<file path="config.mk">
export PLATFORM = sky130hd
export DESIGN_NAME = reg_load_arbiter
export DESIGN_NICKNAME = d
export VERILOG_FILES = /design/src/rtl/reg_load_arbiter_pkg.sv /design/src/rtl/reg_load_arbiter_rr_pick.sv /design/src/rtl/reg_load_arbiter.sv
export SDC_FILE = /design/constraint.sdc
export NUM_CORES = 1
export LEC_CHECK = 0
export CORE_MARGIN = 1.5
export CORE_UTILIZATION = 60
export CTS_CLUSTER_SIZE = 25
export DETAILED_ROUTE_END_ITERATION = 7
export DONT_BUFFER_PORTS = 1
export GPL_ROUTABILITY_DRIVEN = 0
export PLACE_DENSITY = 0.8
export SYNTH_ARGS = -nofsm -noshare
export SYNTH_HDL_FRONTEND = slang
export SYNTH_SLANG_ARGS = --single-unit
export TNS_END_PERCENT = 1
</file>
<file path="constraint.sdc">
create_clock -name clk -period 3.4 [get_ports clk]
set_input_delay 0.51 -clock clk [delete_from_list [all_inputs] [get_ports clk]]
set_output_delay 0.51 -clock clk [all_outputs]
set_load 0.05 [all_outputs]
</file>
<file path="src/rtl/reg_load_arbiter_pkg.sv">
// Shared definitions for the reg_load_arbiter block.
//  - arb_state_t : two-state FSM encoding (ARB_IDLE = 0, ARB_LOAD = 1)
//  - ID_W        : width of requester indices (supports up to 8 requesters)
//  - next_index  : round-robin successor of a requester index
package reg_load_arbiter_pkg;

    typedef enum logic {
        ARB_IDLE = 1'b0,
        ARB_LOAD = 1'b1
    } arb_state_t;

    localparam int ID_W     = 3;
    localparam int MAX_NREQ = 8;
    localparam int DEF_DW   = 16;

    // Index that follows idx in an n-entry ring; wraps n-1 back to 0.
    function automatic logic [ID_W-1:0] next_index(input logic [ID_W-1:0] idx, input int n);
        return ID_W'((int'(idx) + 1) % n);
    endfunction

endpackage

</file>
<file path="src/rtl/reg_load_arbiter_rr_pick.sv">
// Combinational round-robin picker.
// Ports:
//  req   in  NREQ  request vector
//  ptr   in  3     highest-priority index for this pick (must be < NREQ)
//  win   out 3     first set request at or after ptr, wrapping modulo NREQ
//  valid out 1     at least one request is set (win is meaningful)
module reg_load_arbiter_rr_pick
    import reg_load_arbiter_pkg::*;
#(
    parameter int NREQ = 4
) (
    input  logic [NREQ-1:0] req,
    input  logic [ID_W-1:0] ptr,
    output logic [ID_W-1:0] win,
    output logic            valid
);

    localparam int IW = (NREQ > 1) ? $clog2(NREQ) : 1;

    // rot[k] is the request that sits k places after the pointer.
    logic [NREQ-1:0] rot;
    int              off;
    logic            found;

    generate
        for (genvar gi = 0; gi < NREQ; gi++) begin : g_rot
            assign rot[gi] = req[IW'((int'(ptr) + gi) % NREQ)];
        end
    endgenerate

    always_comb begin
        off   = 0;
        found = 1'b0;
        for (int k = 0; k < NREQ; k++) begin
            if (!found && rot[k]) begin
                found = 1'b1;
                off   = k;
            end
        end
    end

    assign win   = ID_W'((int'(ptr) + off) % NREQ);
    assign valid = |req;

endmodule

</file>
<file path="src/rtl/reg_load_arbiter.sv">
// Round-robin arbiter sharing one DW-bit load/data-in register among NREQ writers.
// A request seen in IDLE is captured and written in the following LOAD cycle,
// where load_out, gnt and busy are high for exactly one cycle. All outputs
// come straight from flops, so there is no combinational path from req.
// Optional feature macro: REG_ARB_LOCK_EN (adds lock port, MAX_LOCK and a
// lock counter that lets a requester keep the grant for consecutive beats).
// Ports:
//  clk       in  1        rising-edge clock
//  rst       in  1        asynchronous active-high reset
//  req       in  NREQ     level write requests
//  req_data  in  NREQ*DW  write data, requester i at [i*DW +: DW]
//  lock      in  NREQ     keep grant for next beat (REG_ARB_LOCK_EN only)
//  gnt       out NREQ     one-hot acknowledge, coincides with load_out
//  load_out  out 1        register load strobe
//  data_out  out DW       register data-in, holds last value between beats
//  busy      out 1        high during the LOAD cycle
//  gnt_id    out 3        index of the most recently granted requester
module reg_load_arbiter
    import reg_load_arbiter_pkg::*;
#(
    parameter int NREQ = 4,
    parameter int DW   = DEF_DW
`ifdef REG_ARB_LOCK_EN
    ,
    parameter int MAX_LOCK = 8
`endif
) (
    input  logic                 clk,
    input  logic                 rst,
    input  logic [NREQ-1:0]      req,
    input  logic [NREQ*DW-1:0]   req_data,
`ifdef REG_ARB_LOCK_EN
    input  logic [NREQ-1:0]      lock,
`endif
    output logic [NREQ-1:0]      gnt,
    output logic                 load_out,
    output logic [DW-1:0]        data_out,
    output logic                 busy,
    output logic [ID_W-1:0]      gnt_id
);

    arb_state_t      state_reg, state_next;
    logic [NREQ-1:0] gnt_reg, gnt_next;
    logic            load_reg, load_next;
    logic            busy_reg, busy_next;
    logic [DW-1:0]   data_reg, data_next;
    logic [ID_W-1:0] gnt_id_reg, gnt_id_next;
    logic [ID_W-1:0] ptr_reg, ptr_next;

    logic [NREQ-1:0] pick_req;
    logic [ID_W-1:0] pick_win;
    logic            pick_valid;
    logic [NREQ-1:0] gnt_mask;
    logic            own_req;

    assign gnt_mask = NREQ'(1) << gnt_id_reg;
    assign own_req  = |(req & gnt_mask);

`ifdef REG_ARB_LOCK_EN
    localparam int CNT_W = $clog2(MAX_LOCK) + 1;

    logic [CNT_W-1:0] cnt_reg, cnt_next;
    logic             hold_reg, hold_next;
    logic             own_lock;

    assign own_lock = |(lock & gnt_mask);
    // While held, only the lock owner may win; if it has gone quiet the
    // hold is dropped and everyone competes normally in the same cycle.
    assign pick_req = (hold_reg && own_req) ? gnt_mask : req;
`else
    assign pick_req = req;
`endif

    reg_load_arbiter_rr_pick #(
        .NREQ (NREQ)
    ) u_pick (
        .req   (pick_req),
        .ptr   (ptr_reg),
        .win   (pick_win),
        .valid (pick_valid)
    );

    always_ff @(posedge clk or posedge rst) begin
        if (rst) begin
            state_reg <= ARB_IDLE;
        end else begin
            state_reg <= state_next;
        end
    end

    always_comb begin
        state_next  = state_reg;
        gnt_next    = '0;
        load_next   = 1'b0;
        busy_next   = 1'b0;
        data_next   = data_reg;
        gnt_id_next = gnt_id_reg;
        ptr_next    = ptr_reg;
`ifdef REG_ARB_LOCK_EN
        cnt_next    = cnt_reg;
        hold_next   = hold_reg;
`endif
        case (state_reg)
            ARB_IDLE: begin
`ifdef REG_ARB_LOCK_EN
                if (hold_reg && !own_req) begin
                    hold_next = 1'b0;
                end
`endif
                // Outputs for the LOAD cycle are prepared here so they
                // leave the flops already valid.
                if (pick_valid) begin
                    data_next   = req_data[int'(pick_win)*DW +: DW];
                    gnt_id_next = pick_win;
                    gnt_next    = NREQ'(1) << pick_win;
                    load_next   = 1'b1;
                    busy_next   = 1'b1;
                    state_next  = ARB_LOAD;
                end
            end
            ARB_LOAD: begin
                state_next = ARB_IDLE;
`ifdef REG_ARB_LOCK_EN
                if (own_lock && (cnt_reg < CNT_W'(MAX_LOCK - 1))) begin
                    cnt_next  = cnt_reg + 1'b1;
                    hold_next = 1'b1;
                end else begin
                    // Either no lock, or the lock ran out its beat budget.
                    ptr_next  = next_index(gnt_id_reg, NREQ);
                    cnt_next  = '0;
                    hold_next = 1'b0;
                end
`else
                ptr_next = next_index(gnt_id_reg, NREQ);
`endif
            end
            default: state_next = ARB_IDLE;
        endcase
    end

    always_ff @(posedge clk or posedge rst) begin
        if (rst) begin
            gnt_reg    <= '0;
            load_reg   <= 1'b0;
            busy_reg   <= 1'b0;
            data_reg   <= '0;
            gnt_id_reg <= '0;
            ptr_reg    <= '0;
`ifdef REG_ARB_LOCK_EN
            cnt_reg    <= '0;
            hold_reg   <= 1'b0;
`endif
        end else begin
            gnt_reg    <= gnt_next;
            load_reg   <= load_next;
            busy_reg   <= busy_next;
            data_reg   <= data_next;
            gnt_id_reg <= gnt_id_next;
            ptr_reg    <= ptr_next;
`ifdef REG_ARB_LOCK_EN
            cnt_reg    <= cnt_next;
            hold_reg   <= hold_next;
`endif
        end
    end

    assign gnt      = gnt_reg;
    assign load_out = load_reg;
    assign busy     = busy_reg;
    assign data_out = data_reg;
    assign gnt_id   = gnt_id_reg;

endmodule
</file>
; Yosys cells after proc, flatten, opt, wreduce, memory -nomap -nowiden
; Cells that the tools add are included.
[op_classes]
add_sub_neg = 5
n_mul = 0
n_div = 0
magnitude_cmp = 4
eq_ne = 0
shifts = 2
n_mux = 23
bitwise = 2
n_reduce_logical = 9
[op_table]
columns = operator, n
row1 = 64-bit by 8-bit variable part select with 16-bit output, 1
row2 = "2-bit by 4-bit less-than comparator with 1-bit output, second input constant", 4
row3 = 1-bit two-way mux, 14
row4 = 1-bit binary-select mux with 2-bit select, 4
row5 = 4-bit two-way mux, 2
row6 = "2-bit by 1-bit adder with 2-bit output, second input constant", 2
row7 = "2-bit adder, second input constant", 2
row8 = 2-bit two-way mux, 2
row9 = 4-bit OR reduction, 1
row10 = "1-bit by 3-bit left shift with 4-bit output, first input constant", 1
row11 = 1-bit logical AND, 3
row12 = 1-bit logical NOT, 3
row13 = 2-bit adder, 1
row14 = 1-bit case mux with 2 select lines, 1
row15 = 2-bit AND reduction, 1
row16 = 2-bit OR reduction, 1
row17 = "1-bit bitwise AND, first input constant", 1
row18 = 1-bit inverter, 1
[word_totals]
reg_bits = 27
latchBits = 0
ram_bits = 0
rom_bits = 0
in_bits = 70
output_inout_bits = 25
elab_cells = 51
n_memories = 0

; Depth between registers and ports, before layout
[depth]
ltp_word = 19
depth_mapped = 12
depth_no_buf = 9

; By module
; From an unflattened synthesis, not the netlist that was laid out.
[hier_totals]
cells_unflattened = 113
hier_area_um2 = 1531.5
[by_module_without_submodules]
columns = module, n_inst, cells_per_inst, area_each_um2, seq_area_each_um2
row1 = reg_load_arbiter, 1, 83, 1330.0, 650.6
row2 = reg_load_arbiter_rr_pick, 1, 30, 201.4, 0.0

; Worst setup path after synthesis
; Ideal clock, no wire load.
[synth_path]
kind = input -> register
startpoint = input port req[2]
endpoint = register data_reg[0], in the netlist data_out[0]
arrival_ps = 2239
required_time_ps = 3272
path_slack_ps = 1033
stages = 12
path_cell_list = buf_4 nor2_1 nor3_1 a21oi_1 o21ai_0 ha_1 buf_2 buf_2 mux2i_1 nor3_1 mux2i_1 nand3_1
[synth_between]
elab_chain_len = 17
[synth_rtl]
columns = element, line
row1 = from (decl), reg_load_arbiter.sv:30  ; input logic [NREQ-1:0] req,
row2 = 1-bit binary-select mux with 2-bit select, reg_load_arbiter_rr_pick.sv:27  ; assign rot[gi] = req[IW'((int'(ptr) + gi) % NREQ)];
row3 = 1-bit two-way mux (not written as such) (2 in series), reg_load_arbiter_rr_pick.sv:27
row4 = 1-bit two-way mux, reg_load_arbiter_rr_pick.sv:35  ; if (!found && rot[k]) begin
row5 = 1-bit logical NOT, reg_load_arbiter_rr_pick.sv:35
row6 = 1-bit logical AND, reg_load_arbiter_rr_pick.sv:35
row7 = 1-bit two-way mux, reg_load_arbiter_rr_pick.sv:35
row8 = 1-bit logical NOT, reg_load_arbiter_rr_pick.sv:35
row9 = 1-bit logical AND, reg_load_arbiter_rr_pick.sv:35
row10 = 1-bit two-way mux, reg_load_arbiter_rr_pick.sv:35
row11 = 1-bit logical NOT, reg_load_arbiter_rr_pick.sv:35
row12 = 1-bit logical AND, reg_load_arbiter_rr_pick.sv:35
row13 = 2-bit two-way mux (*), reg_load_arbiter_rr_pick.sv:35
row14 = 2-bit adder (*), reg_load_arbiter_rr_pick.sv:42  ; assign win = ID_W'((int'(ptr) + off) % NREQ);
row15 = named net pick_win[0], reg_load_arbiter.sv:51  ; logic [ID_W-1:0] pick_win;
row16 = 2-bit OR reduction (no line), n/a
row17 = 1-bit bitwise AND (no line), n/a
row18 = 64-bit by 8-bit variable part select with 16-bit output (*), reg_load_arbiter.sv:113  ; data_next = req_data[int'(pick_win)*DW +: DW];
row19 = to (signal assigned), reg_load_arbiter.sv:157  ; data_reg <= data_next;
row20 = to (decl), reg_load_arbiter.sv:46  ; logic [DW-1:0] data_reg, data_next;
; Mark *: on every way through the listed nets, which the timed path passes. The rest lies on a longest branch. The select of a mux whose other input is x is not followed.
; A chain may end at the register's enable or synchronous reset.

; Worst setup path in the final report
[layout_path]
startpoint = register ptr_reg[0]
endpoint = register data_reg[14], in the netlist data_out[14]
[layout_between]
elab_chain_len = 17
[layout_rtl]
columns = element, line
row1 = from (decl), reg_load_arbiter.sv:48  ; logic [ID_W-1:0] ptr_reg, ptr_next;
row2 = from (signal assigned), reg_load_arbiter.sv:159  ; ptr_reg <= ptr_next;
row3 = branches (longest 13 deep; another with 2-bit by 1-bit adder with 2-bit output), n/a
row4 = 2-bit adder (*), reg_load_arbiter_rr_pick.sv:42
row5 = named net pick_win[0], reg_load_arbiter.sv:51
row6 = 2-bit OR reduction (no line), n/a
row7 = 1-bit bitwise AND (no line), n/a
row8 = 64-bit by 8-bit variable part select with 16-bit output (*), reg_load_arbiter.sv:113
; Mark *: on every way through the listed nets, which the timed path passes. The select of a mux whose other input is x is not followed.

==> impl_metrics.tcl <==
set metrics [dict create \
    status "complete, no violations" \
    vias_per_cell 6.18 \
    core_area_sq_mm 0.00344 \
    cts_made_buffers 3 \
    power_switching_mw 1.76 \
    drt_iter0_drc 134 \
    clock_latency_ns 0.27 \
    antenna_left 0 \
    synth_top_area_share 0.290 \
    path_cells "nor3_1 -> a311oi_1 -> o21ai_0 -> ha_2 -> buf_12 -> mux2i_1 -> nor3_1 -> mux2i_1 -> nand3_1" \
    synth_nets 330 \
    portBuffers 0 \
    antennaDiodeCount 0 \
    rsz0062_at_grt "no" \
    grt_pass1_wl_um 7670 \
    critPathRequiredTime_ns 3.56 \
    antenna_found_initial 0 \
    ctsResizeCount 0 \
    period_share 0.791 \
    power.density_mw_per_mm2 1400 \
    skew_ns 0.000967 \
    finalHoldViolCount 0 \
    seq_area_frac_synth 0.283 \
    synth.cell_area_sq_mm 0.00221 \
    nFillCells 307 \
    pre_cts_slack_ns 0.723 \
    placed_area_sq_mm 0.00216 \
    leakage_nw 1.11 \
    final_area_sq_mm 0.00221 \
    seqPwrFrac 0.314 \
    final_cell_mix "nor3_1 (67), mux2i_1 (64), dfrtp_1 (25), nand2_1 (20), nand3_1 (17)" \
    maxCapViolations 0 \
    slowest_stage "ha_2" \
    die_x_um 63.7 \
    maxSlewViolCount 0 \
    pwr-share-clk 0.058 \
    min_path_type "in2async" \
    final-setup-viol-count 0 \
    comb_power_share 0.628 \
    cts.sinks 25 \
    ir_worst_vdd_v 0.000736 \
    synthTopCellsByArea "mux2i_1 (29%), dfrtp_1 (28%), nor3_1 (15%)" \
    fin_nets 313 \
    setup_slack_ns 0.711 \
    clock.fmax_ghz 0.372 \
    slew_headroom 0.365 \
    wl_um 4550 \
    p_int_mw 1.34 \
    crit_type "reg2reg" \
    startpoint_type "flip-flop" \
    p_sw_frac 0.568 \
    drive_above_1_share 0.0747 \
    yosys_register_bits 25 \
    design.die.area_sq_mm 0.00406 \
    end_kind "flip-flop" \
    start_util 0.642 \
    finalCriticalPeriod_ns 2.69 \
    grt_usage 0.234 \
    path_clk_slew_ns 0.09 \
    ys_warn_count 0 \
    grt_overflow 0 \
    cpPeakStageDelay_ns 0.66 \
    wl_per_cell_um 15.8 \
    tightest_slew_ns 0.951 \
    grt_pass1_vias 1682 \
    largest_reg_flops 16 \
    via_count 1773 \
    num_io_pins 95 \
    drt_first_pass_iters 4 \
    setup_tns_ns 0 \
    cp_max_fo 20 \
    utilization 0.642 \
    yosysTopAreaCell "mux2i_1" \
    multi_input_area_sq_mm 0.00139 \
    ctsHoldBuffers 0 \
    ys_types 30 \
    cts_tree "done" \
    syn_to_final_growth_pct 0.0566 \
    drcViolationCount 0 \
    cts_root_buf "clkbuf_8" \
    register_area_sq_um 626 \
    htree_levels 1 \
    rows 21 \
    dp.final_hpwl_um 3090 \
    syn_avg_cell_area_sq_um 8.53 \
    layout_commonest_cell "nor3_1" \
    cts.path.max_buffers 2 \
    arrival_ns 2.84 \
    hold_slack_ns 0.337 \
    die_h_um 63.7 \
    synth_cells 259 \
    grt_max_degree 50 \
    reg2reg_depth 9 \
    post-cts-setup-buffers 0 \
]
kinds of logic after synthesis:
group / count (synthesis) / synth area share
AOI/OAI and AO/OA: 11 / 0.0385
xor gates and xnor gates: 5 / 0.0266
adders and majority gates: 1 / 0.00566
buffers and inverters: 33 / 0.0985
DFF: 25 / 0.283
muxes: 64 / 0.290
other: 1 / 0.00170
and+or+nand+nor: 119 / 0.256
through the flow:
stage | total power, mW | instances
finish | 3.10 | 287
global route | 3.35 | 287
CTS | 3.11 | 287
detailed placement | 2.93 | 283
global placement | 2.88 | 283
floorplan | 2.61 | 259
power by group through the flow:
stage	Sequential [mW]	Clock, mW	Combinational [mW]
floorplan	0.928	0	1.68
global placement	0.975	0	1.91
detailed placement	0.978	0	1.95
CTS	0.975	0.181	1.96
global route	0.993	0.193	2.16
finish	0.973	0.179	1.95
Yosys cell counts:
cell type,number
a21o_1,1
nand2_1,20
nor3_2,1
conb_1,1
inv_1,4
o32ai_1,1
a21oi_1,3
buf_4,5
buf_6,3
o311a_1,1
a32oi_1,1
nor4_1,1
dfrtp_1,25
nor3_1,67
nand3_1,17
nor2_1,11
a311oi_1,1
o32ai_2,1
xor2_2,1
xnor2_2,1
nand2b_1,2
o21ai_0,1
xnor2_1,3
clkbuf_1,11
o21ai_1,1
buf_8,1
buf_2,7
mux2i_1,64
ha_1,1
buf_12,2
layout make-up:
class	count	share of cell area
Multi-Input combinational cell	201	0.628
Sequential cell	25	0.283
Timing Repair Buffer	7	0.0351
Tap cell	46	0.0260
Clock buffer	3	0.0187
Inverter	4	0.00679
Clock inverter	1	0.00226
critical path, delay by kind of cell (launching register included):
family / cells / cell delay [ns]
compound gates: 2 / 0.37
flops: 1 / 0.57
mux: 2 / 0.45
simple gates: 3 / 0.27
buf+inv: 1 / 0.25
fa+ha+maj: 1 / 0.66
routing by layer:
metal | vias to the layer above | routed length [um] | track usage
met5 | - | 0 | 0
met4 | 0 | 14 | 0.0516
met3 | 2 | 212 | 0.0536
met2 | 58 | 2220 | 0.408
met1 | 825 | 2100 | 0.293
li1 | 888 | - | -
worst paths after layout:
path / from / endpoint / slack, ns
setup / recovery: ptr_reg[0]$_DFFE_PP0P_ / data_out[14]$_DFFE_PP0P_ / 0.71
max in group asynchronous: rst / data_out[10]$_DFFE_PP0P_ / 2.49
min in group clk: req_data[43] / data_out[11]$_DFFE_PP0P_ / 0.61
hold / removal: rst / data_out[14]$_DFFE_PP0P_ / 0.34
setup reg to reg: ptr_reg[0]$_DFFE_PP0P_ / data_out[14]$_DFFE_PP0P_ / 0.71
hold reg to reg: ptr_reg[0]$_DFFE_PP0P_ / ptr_reg[0]$_DFFE_PP0P_ / 0.74
(Power assumes the default switching activity.)
